===== config.mk =====
export PLATFORM = sky130hd
export DESIGN_NAME = fifo_wr_ctrl
export DESIGN_NICKNAME = d
export VERILOG_FILES = /design/src/rtl/fifo_wr_ctrl.sv
export SDC_FILE = /design/constraint.sdc
export NUM_CORES = 1
export LEC_CHECK = 0
export BUFFER_PORTS_ARGS = -buffer_cell sky130_fd_sc_hd__clkbuf_2
export CAP_MARGIN = 0
export CORE_ASPECT_RATIO = 0.75
export CORE_UTILIZATION = 50
export DETAILED_ROUTE_END_ITERATION = 10
export GPL_ROUTABILITY_DRIVEN = 0
export PLACE_DENSITY_LB_ADDON = 0.08
export REMOVE_ABC_BUFFERS = 1
export SYNTH_ARGS = -nofsm -noshare
export SYNTH_HDL_FRONTEND = slang
export SYNTH_SLANG_ARGS = --single-unit

===== constraint.sdc =====
create_clock -name clk -period 5.66 [get_ports clk]
set_input_delay 1.132 -clock clk [delete_from_list [all_inputs] [get_ports clk]]
set_output_delay 1.132 -clock clk [all_outputs]
set_load 0.01 [all_outputs]

===== src/rtl/fifo_wr_ctrl.sv =====
// Write-side controller for the async FIFO: round-robin arbitration of NREQ
// producers onto the single RAM write port, plus Gray write pointer and full/free status.
module fifo_wr_ctrl #(
  parameter int ADDR_WIDTH   = 6,
  parameter int DATA_WIDTH   = 8,
  parameter int NREQ         = 4,
  parameter int AFULL_THRESH = 4
) (
  input  logic                       clk,
  input  logic                       rst_n,
  input  logic [NREQ-1:0]            req,
  input  logic [NREQ*DATA_WIDTH-1:0] req_data,
  output logic [NREQ-1:0]            gnt,
  output logic                       mem_we,
  output logic [ADDR_WIDTH-1:0]      mem_waddr,
  output logic [DATA_WIDTH-1:0]      mem_wdata,
  output logic [ADDR_WIDTH:0]        wptr_gray,
  input  logic [ADDR_WIDTH:0]        rptr_gray_sync,
  output logic                       full,
  output logic                       almost_full,
  output logic [ADDR_WIDTH:0]        free_cnt
);

  localparam int PW = ADDR_WIDTH + 1;
  localparam int IW = (NREQ > 1) ? $clog2(NREQ) : 1;
  localparam logic [PW-1:0] DEPTH = PW'(2 ** ADDR_WIDTH);

  logic [PW-1:0]         r_wbin;
  logic [PW-1:0]         r_wgray;
  logic                  r_full;
  logic                  r_afull;
  logic [PW-1:0]         r_free;
  logic [IW-1:0]         r_rr_last;

  logic [NREQ-1:0]       w_gnt;
  logic [IW-1:0]         w_gnt_idx;
  logic [IW-1:0]         w_i;
  logic                  w_found;
  logic [DATA_WIDTH-1:0] w_wdata;
  logic [PW-1:0]         w_wbin_next;
  logic [PW-1:0]         w_wgray_next;
  logic [PW-1:0]         w_rbin;
  logic [PW-1:0]         w_free_next;
  logic                  w_full_next;

  // Scan starts one past the last winner; gating on rst_n keeps gnt low while reset is held.
  always_comb begin
    w_gnt     = '0;
    w_gnt_idx = '0;
    w_i       = '0;
    w_found   = 1'b0;
    if (rst_n && !r_full) begin
      for (int unsigned k = 0; k < NREQ; k++) begin
        w_i = IW'((32'(r_rr_last) + 32'd1 + k) % NREQ);
        if (!w_found && req[w_i]) begin
          w_found     = 1'b1;
          w_gnt[w_i]  = 1'b1;
          w_gnt_idx   = w_i;
        end
      end
    end
  end

  always_comb begin
    w_wdata = '0;
    for (int unsigned i = 0; i < NREQ; i++) begin
      if (w_gnt[i]) w_wdata = req_data[i*DATA_WIDTH +: DATA_WIDTH];
    end
  end

  always_comb begin
    w_rbin = '0;
    for (int unsigned i = 0; i < PW; i++) begin
      w_rbin[i] = ^(rptr_gray_sync >> i);
    end
  end

  always_comb begin
    w_wbin_next  = r_wbin + {{(PW-1){1'b0}}, w_found};
    w_wgray_next = w_wbin_next ^ (w_wbin_next >> 1);
    w_full_next  = (w_wgray_next ==
                    {~rptr_gray_sync[ADDR_WIDTH:ADDR_WIDTH-1], rptr_gray_sync[ADDR_WIDTH-2:0]});
    w_free_next  = DEPTH - (w_wbin_next - w_rbin);
  end

  always_ff @(posedge clk or negedge rst_n) begin
    if (!rst_n) begin
      r_wbin    <= '0;
      r_wgray   <= '0;
      r_full    <= 1'b0;
      r_afull   <= 1'b0;
      r_free    <= DEPTH;
      r_rr_last <= IW'(NREQ - 1);
    end else begin
      r_wbin  <= w_wbin_next;
      r_wgray <= w_wgray_next;
      r_full  <= w_full_next;
      r_afull <= (w_free_next <= PW'(AFULL_THRESH));
      r_free  <= w_free_next;
      if (w_found) r_rr_last <= w_gnt_idx;
    end
  end

  assign gnt         = w_gnt;
  assign mem_we      = w_found;
  assign mem_waddr   = r_wbin[ADDR_WIDTH-1:0];
  assign mem_wdata   = w_wdata;
  assign wptr_gray   = r_wgray;
  assign full        = r_full;
  assign almost_full = r_afull;
  assign free_cnt    = r_free;

endmodule

==> results of run 1 <==
[where the power goes]
| part | switching [W] | internal, W | total [W] |
|---|---|---|---|
| clock | 0.0000514 | 0.0000944 | 0.000146 |
| sequential | 0.0000550 | 0.000273 | 0.000328 |
| combinational | 0.000725 | 0.000562 | 0.00129 |
| total | 0.000831 | 0.000929 | 0.00176 |
[cells by family after synthesis]
kind of cell	count (synthesis)	synth area share, %
simple gates	61	15.8
compound gates	50	19.2
xor+xnor	30	13.1
flops	24	28.6
buf+inv	22	5.38
fa+ha+maj	19	11.6
mux	9	6.33
[layer usage]
| metal | up-vias | share of wire (%) |
|---|---|---|
| met5 | - | 0 |
| met4 | 0 | 0.81 |
| met3 | 6 | 4.7 |
| met2 | 59 | 48 |
| met1 | 882 | 46 |
| li1 | 939 | - |
[final cells by class]
class,instances,area [um2]
Multi-Input combinational cell,169,1400
Inverter,15,56.3
Timing Repair Buffer,81,410
Clock buffer,3,41.3
Fill cell,380,1450
Tap cell,55,68.8
Sequential cell,24,604
Clock inverter,1,30.0
[worst max-delay path: cells and delay by family (launching register included)]
kind | cells | cell delay [ps]
and+or+nand+nor | 3 | 700
xor gates and xnor gates | 2 | 470
muxes | 1 | 530
adders and majority gates | 5 | 1400
buffers and inverters | 2 | 210
DFF | 1 | 720
AOI/OAI and AO/OA | 5 | 890
[registers in the layout (all words and copies together) (netlist names)]
register,count
wptr_gray,6
almost_full,1
free_cnt,7
full,1
r_rr_last,2
r_wbin,7
[cell usage in the layout, fill, tap and decap left out, types with 2 or more instances in the layout]
master    count
a21o_1        2
a21oi_1       5
a311oi_1      8
a31oi_1       8
and2_1        2
and3_1        2
buf_4         2
clkbuf_2     79
clkbuf_8      3
dfrtp_1      21
dfstp_2       3
ha_1         18
inv_1        14
mux2_4        2
mux2i_1       2
mux2i_2       2
mux4_2        2
nand2_1      16
nand3_1      11
nor2_1       14
nor2_2        2
nor3_1        2
o21ai_0       5
o21ai_1       2
o31ai_1       8
xnor2_1      14
xor2_1       15
[how the worst max path moves through the flow]
| stage | start | slack, ps | depth (start not counted) | endpoint |
|---|---|---|---|---|
| 4_1_cts | r_rr_last[0] | 650 | 18 | almost_full |
| 3_3_place_gp | req[2] | 800 | 16 | almost_full |
| 5_1_grt | r_rr_last[0] | 180 | 18 | almost_full |
| 2_1_floorplan | r_rr_last[0] | 990 | 17 | almost_full |
| 6_report | r_rr_last[0] | 650 | 18 | almost_full |
| 3_5_place_dp | req[2] | 700 | 16 | almost_full |
[through the flow]
stage | utilization, % | total power, W | hold WS (ps) | setup slack (ps)
2_1_floorplan | - | 0.00127 | 528 | 985
5_1_grt | 64.3 | 0.00192 | 615 | 177
4_1_cts | 64.3 | 0.00178 | 584 | 645
6_report | 64.3 | 0.00176 | 581 | 651
3_5_place_dp | 62.6 | 0.00162 | 569 | 696
3_3_place_gp | 62.6 | 0.00161 | 566 | 800
==> summary.txt, run 1 <==
Pwr
  • PD cells: 675 nW/um2
  • Lkg Pwr: 1.29 nW
  • Max VDD drop: 0.000565 V

Global route
  • First-pass GRT wire length: between 7000 and 8000 um
  • Met2 GRT Util: 37.8%
  • GRT busiest layer: met2
  • GRT met3 Usage: 1.40%
  • Met1 usage: 28.4%
  • Antenna violations before repair: 0
  • Largest net degree at the start of global routing: 27
  • Number of global-route vias before repair: 1,672
  • Grt total ovfl: 0
  • Global-route usage over all layers: approximately a fifth

Synth
  • Synthesis Warnings: 0
  • Cell with the most instances after synthesis: dfrtp_1
  • Avg Inst Size Synth: 9.84 um2
  • Number of flops mapped to enable cells by yosys: 0
  • Synth top area cells: dfrtp_1, ha_1, xor2_1, xnor2_1, dfstp_2
  • Ys async rst share: between 90% and 100%
  • Seq cells post-synth: 24
  • Cells after synthesis: 215
  • Top cell type by total area after synthesis: dfrtp_1
  • Post-synth top area share: 24.9%
  • Register area share after synthesis: 28.6%
  • Main flop type after synthesis: dfrtp_1
  • Synth top cells by count: dfrtp_1, ha_1, nand2_1, xor2_1
  • Post-synth cell types: 55
  • Synthesized area: 2110 um2

Job
  • Max-Cap Viols: 0

Drt
  • Post-DR wirelength/cell: 13.4 um
  • Via count: 1,886
  • Number of DRC markers in iteration 0: ~110
  • Post-Route WL: 4670 um
  • ANT nets after route: 0
  • # DRC: 0
  • DRT Pass-1 Iters: 4
  • DR vias/cell: 5.42

Placement
  • Post-DP HPWL: 3720 um
  • # port buffers: 79
  • Placed inst area: 2540 um2
  • Cell count after placement: 344

Min path
  • Min-Delay Endpoint: r_wbin[6]
  • Hold Path Cell Cnt: 2
  • Worst hold start: r_wbin[6]
  • Min-Delay Path Class: register to register

Floorplanning
  • Height of the die: about 58 um
  • Ports: 80
  • Std-Cell Core Area: 4050 um2
  • Die ar.: ~4500 um2
  • Row cnt: 20
  • Die X-Extent: 77.1 um
  • Initial Util: between 50% and 60%

Timing
  • Fin. max-slew vios: 0
  • Post-layout min period: 5010 ps
  • Slew of the pin with the lowest slew margin: 526 ps
  • F_max: 200 MHz
  • Final setup vio count: 0
  • Slew HR: between 60% and 70%
  • Sum Neg Setup Slack: 0 ps
  • RSZ-0062 raised after global routing: no
  • Final hold viol count: 0
  • Tcrit/Tclk final: 88.5%
  • Skew final: 4.07 ps

Clock tree
  • TritonCTS Buffers: 3
  • CTS root buf: clkbuf_8
  • H-tree Lvls: 1
  • Clock Latency Late Sink: 260 ps
  • Clock slew at reported path FFs: 80 ps
  • Post-CTS resize count: 0
  • CTS hold repair buffers: 0
  • CTS Sinks: 24
  • CTS Buffer Depth: 2
  • CTS tree: done
  • Post-CTS Repair Setup Buffers: 0

Worst setup path
  • Critical Path Start Type: register
  • R2R Setup Slk: 650 ps
  • RR Startpoint: r_rr_last[0]
  • R2R cell count: 18
  • Critical path, cell by cell: inv_1 > ha_1 > nor2_2 > mux2i_1 > nor3_1 > a21oi_1 > ha_1 > ha_1 > xor2_1 > inv_1 > ha_1 > ha_1 > a21o_1 > a21oi_1 > o21bai_1 > a21oi_1 > xnor2_1 > nor4bb_1
  • Critical path class: register to register
  • Worst-path fanout max: 13
  • Crit path largest cell delay: 720 ps
  • Crit path arrival time: 5180 ps
  • CP max-delay cell: dfstp_2
  • Worst endpoint required time: 5830 ps
  • Reg2reg end: almost_full
  • Crit end category: register
  • Most used cell, CP: ha_1

Layout
  • Final instance area: 2610 um2
  • Nets: 358
  • # diodes: 0
  • Final Non-Filler Cells: about 350
  • Area grow syn2layout: 23.3%
  • Layout cells sized above 1: 36.5%

Status
  • Status: finished clean
(Power assumes the default switching activity.)
==> run 2, diff against run 1 <==
--- a/config.mk
+++ b/config.mk
@@ -12,6 +12,7 @@
 export DETAILED_ROUTE_END_ITERATION = 10
 export GPL_ROUTABILITY_DRIVEN = 0
 export PLACE_DENSITY_LB_ADDON = 0.08
+export RECOVER_POWER = 100
 export REMOVE_ABC_BUFFERS = 1
 export SYNTH_ARGS = -nofsm -noshare
 export SYNTH_HDL_FRONTEND = slang
==> run 2 against run 1 <==
Net effect: critical path depth down 9; clock power about the same; sequential share of layout area grew 0.65 points; non-clock buffer count is the same; core utilization down 1.8 points; final area fell by 2.7%; sequential power barely moved; count of clock-buffer cells in the layout is the same; clock skew hardly changed; flip-flop and latch count did not move; largest cell class unchanged.
==> summary.txt, run 2 (synthesized netlist as in run 1, its figures left out) <==
Layout
  • Sequential cell area: 604 um2 (unchanged)
  • Area grow syn2layout: 19.9%
  • Commonest cells after routing, fill and taps aside: clkbuf_2, clkbuf_1, dfrtp_1
  • Final instance area: 2540 um2 (-2.7%)
  • Final Non-Filler Cells: 348 (unchanged)
  • Multi-input gate area: 1360 um2 (-2.4%)
  • Layout cells sized above 1: 24.9% (-12 points)
  • Nets: 358 (unchanged)
  • Most common cell after layout, fill and taps aside: clkbuf_2
  • # diodes: 0 (unchanged)
  • Layout fillers: 395 (+3.9%)

Global route
  • Global-route usage over all layers: 21.1% (unchanged)
  • Grt total ovfl: 0 (unchanged)
  • Antenna violations before repair: 0 (unchanged)
  • Number of global-route vias before repair: 1,672 (unchanged)
  • Largest net degree at the start of global routing: 27 (unchanged)
  • First-pass GRT wire length: 7530 um (unchanged)

Timing
  • F_max: 194 MHz (-3.1%)
  • Tcrit/Tclk final: 91.3% (+2.8 points)
  • Slew HR: 47.1% (-17 points)
  • Fin. max-slew vios: 0 (unchanged)
  • Final hold viol count: 0 (unchanged)
  • Sum Neg Setup Slack: 0 ps (unchanged)
  • Post-layout min period: 5170 ps (+158 ps)
  • Worst hold slack: 581 ps (+0.103 ps)
  • Final setup vio count: 0 (unchanged)
  • RSZ-0062 raised after global routing: no
  • Skew final: 4.31 ps (+0.242 ps)
  • Slew of the pin with the lowest slew margin: 783 ps (+257 ps)

Min path
  • Hold Path Cell Cnt: 2 (unchanged)
  • Worst hold start: r_wbin[6]
  • Min-Delay Endpoint: r_wbin[6]
  • Min-Delay Path Class: register to register

Worst setup path
  • Crit end category: primary output
  • R2R Setup Slk: 660 ps (about the same)
  • RR Startpoint: r_rr_last[0]
  • CP max-delay cell: dfstp_2
  • Worst-path fanout max: 15 (+2)
  • Crit path arrival time: 4030 ps (-1150 ps)
  • Crit path largest cell delay: 730 ps (about the same)
  • Reg2reg end: almost_full
  • Critical path class: register to primary output
  • Critical Path Start Type: register
  • R2R cell count: 18 (unchanged)
  • Worst endpoint required time: 4530 ps (-1300 ps)
  • Critical path, cell by cell: inv_1 > ha_1 > mux4_2 > nor2_1 > o211ai_1 > a41oi_1 > a311oi_1 > o31ai_1 > clkbuf_1

Floorplanning
  • Ports: 80 (unchanged)
  • Die ar.: 4500 um2 (unchanged)
  • Std-Cell Core Area: 4050 um2 (unchanged)
  • Die X-Extent: 77.1 um (unchanged)
  • Height of the die: 58.3 um (unchanged)
  • Row cnt: 20 (unchanged)
  • Initial Util: 52.2% (unchanged)

Pwr
  • Max VDD drop: 0.000565 V (about the same)
  • Lkg Pwr: 1.19 nW (-7.5%)
  • PD cells: 674 nW/um2 (-0.16%)

Drt
  • # DRC: 0 (unchanged)
  • Post-Route WL: 4720 um (+1.1%)
  • Via count: 1,885 (-0.053%)
  • ANT nets after route: 0 (unchanged)
  • Number of DRC markers in iteration 0: 113 (+5.6%)
  • Post-DR wirelength/cell: 13.6 um (+1.1%)
  • DRT Pass-1 Iters: 4 (unchanged)
  • DR vias/cell: 5.42 (about the same)

Clock tree
  • Clock Latency Late Sink: 260 ps (about the same)
  • CTS root buf: clkbuf_8
  • Post-CTS resize count: 0 (unchanged)
  • CTS Buffer Depth: 2 (unchanged)
  • CTS Sinks: 24 (unchanged)
  • Clock slew at reported path FFs: 80 ps (about the same)
  • CTS tree: done
  • CTS hold repair buffers: 0 (unchanged)
  • TritonCTS Buffers: 3 (unchanged)
  • H-tree Lvls: 1 (unchanged)
  • Post-CTS Repair Setup Buffers: 0 (unchanged)

Placement
  • Placed inst area: 2540 um2 (unchanged)
  • # port buffers: 79 (unchanged)
  • Cell count after placement: 344 (unchanged)
  • Post-DP HPWL: 3720 um (unchanged)

Status
  • Status: finished clean

Job
  • Max-Cap Viols: 0 (unchanged)
-- run 2: cell counts in the layout (fill, tap and decap cells not counted) --
No cell type changed its count.
-- run 2: power by group --
group	switching (W)	internal (W)
sequential	0.0000549	0.000273
combinational	0.000715	0.000521
clock	0.0000517	0.0000944
total	0.000822	0.000888
-- run 2: critical path: cells and delay by family, from the launching register on --
family                   cells  cell delay (ps)
AND/OR/NAND/NOR              1              290
multiplexers                 1              670
AO/OA/AOI/OAI                4             1380
flip-flops                   1              730
adder cells (fa/ha/maj)      1              390
buffers and inverters        2              310
-- run 2: per-stage QoR --
stage               total power, W  utilization [%]  setup slack (ps)
floorplan                  0.00127                -               985
global placement           0.00161             62.6               800
detailed placement         0.00162             62.6               696
CTS                        0.00178             64.3               645
global route               0.00187             62.6               191
finish                     0.00171             62.6               494
-- run 2: area by class of cell --
type	count	share of cell area, %
multi-input combinational	169	53.7
tap	55	2.71
timing repair buffer	81	14.7
inverter	15	2.22
clock buffer	3	1.63
sequential	24	23.8
clock inverter	1	1.18
-- run 2: per-layer routing --
layer / routed length [um] / GRT usage (%) / vias up / part of all wire, %
met3: 177 / 1.40 / 4 / 3.7
li1: - / - / 941 / -
met4: 30 / 5.66 / 0 / 0.64
met5: 0 / 0 / - / 0
met2: 2280 / 37.8 / 54 / 48
met1: 2240 / 28.4 / 886 / 47
-- run 2: worst max-delay path by stage --
| stage | start | to | depth (start not counted) |
|---|---|---|---|
| 6_report | r_rr_last[0] | mem_wdata[0] | 9 |
| 5_1_grt | r_rr_last[0] | almost_full | 18 |
| 4_1_cts | r_rr_last[0] | almost_full | 18 |
| 3_5_place_dp | req[2] | almost_full | 16 |
| 3_3_place_gp | req[2] | almost_full | 16 |
| 2_1_floorplan | r_rr_last[0] | almost_full | 17 |
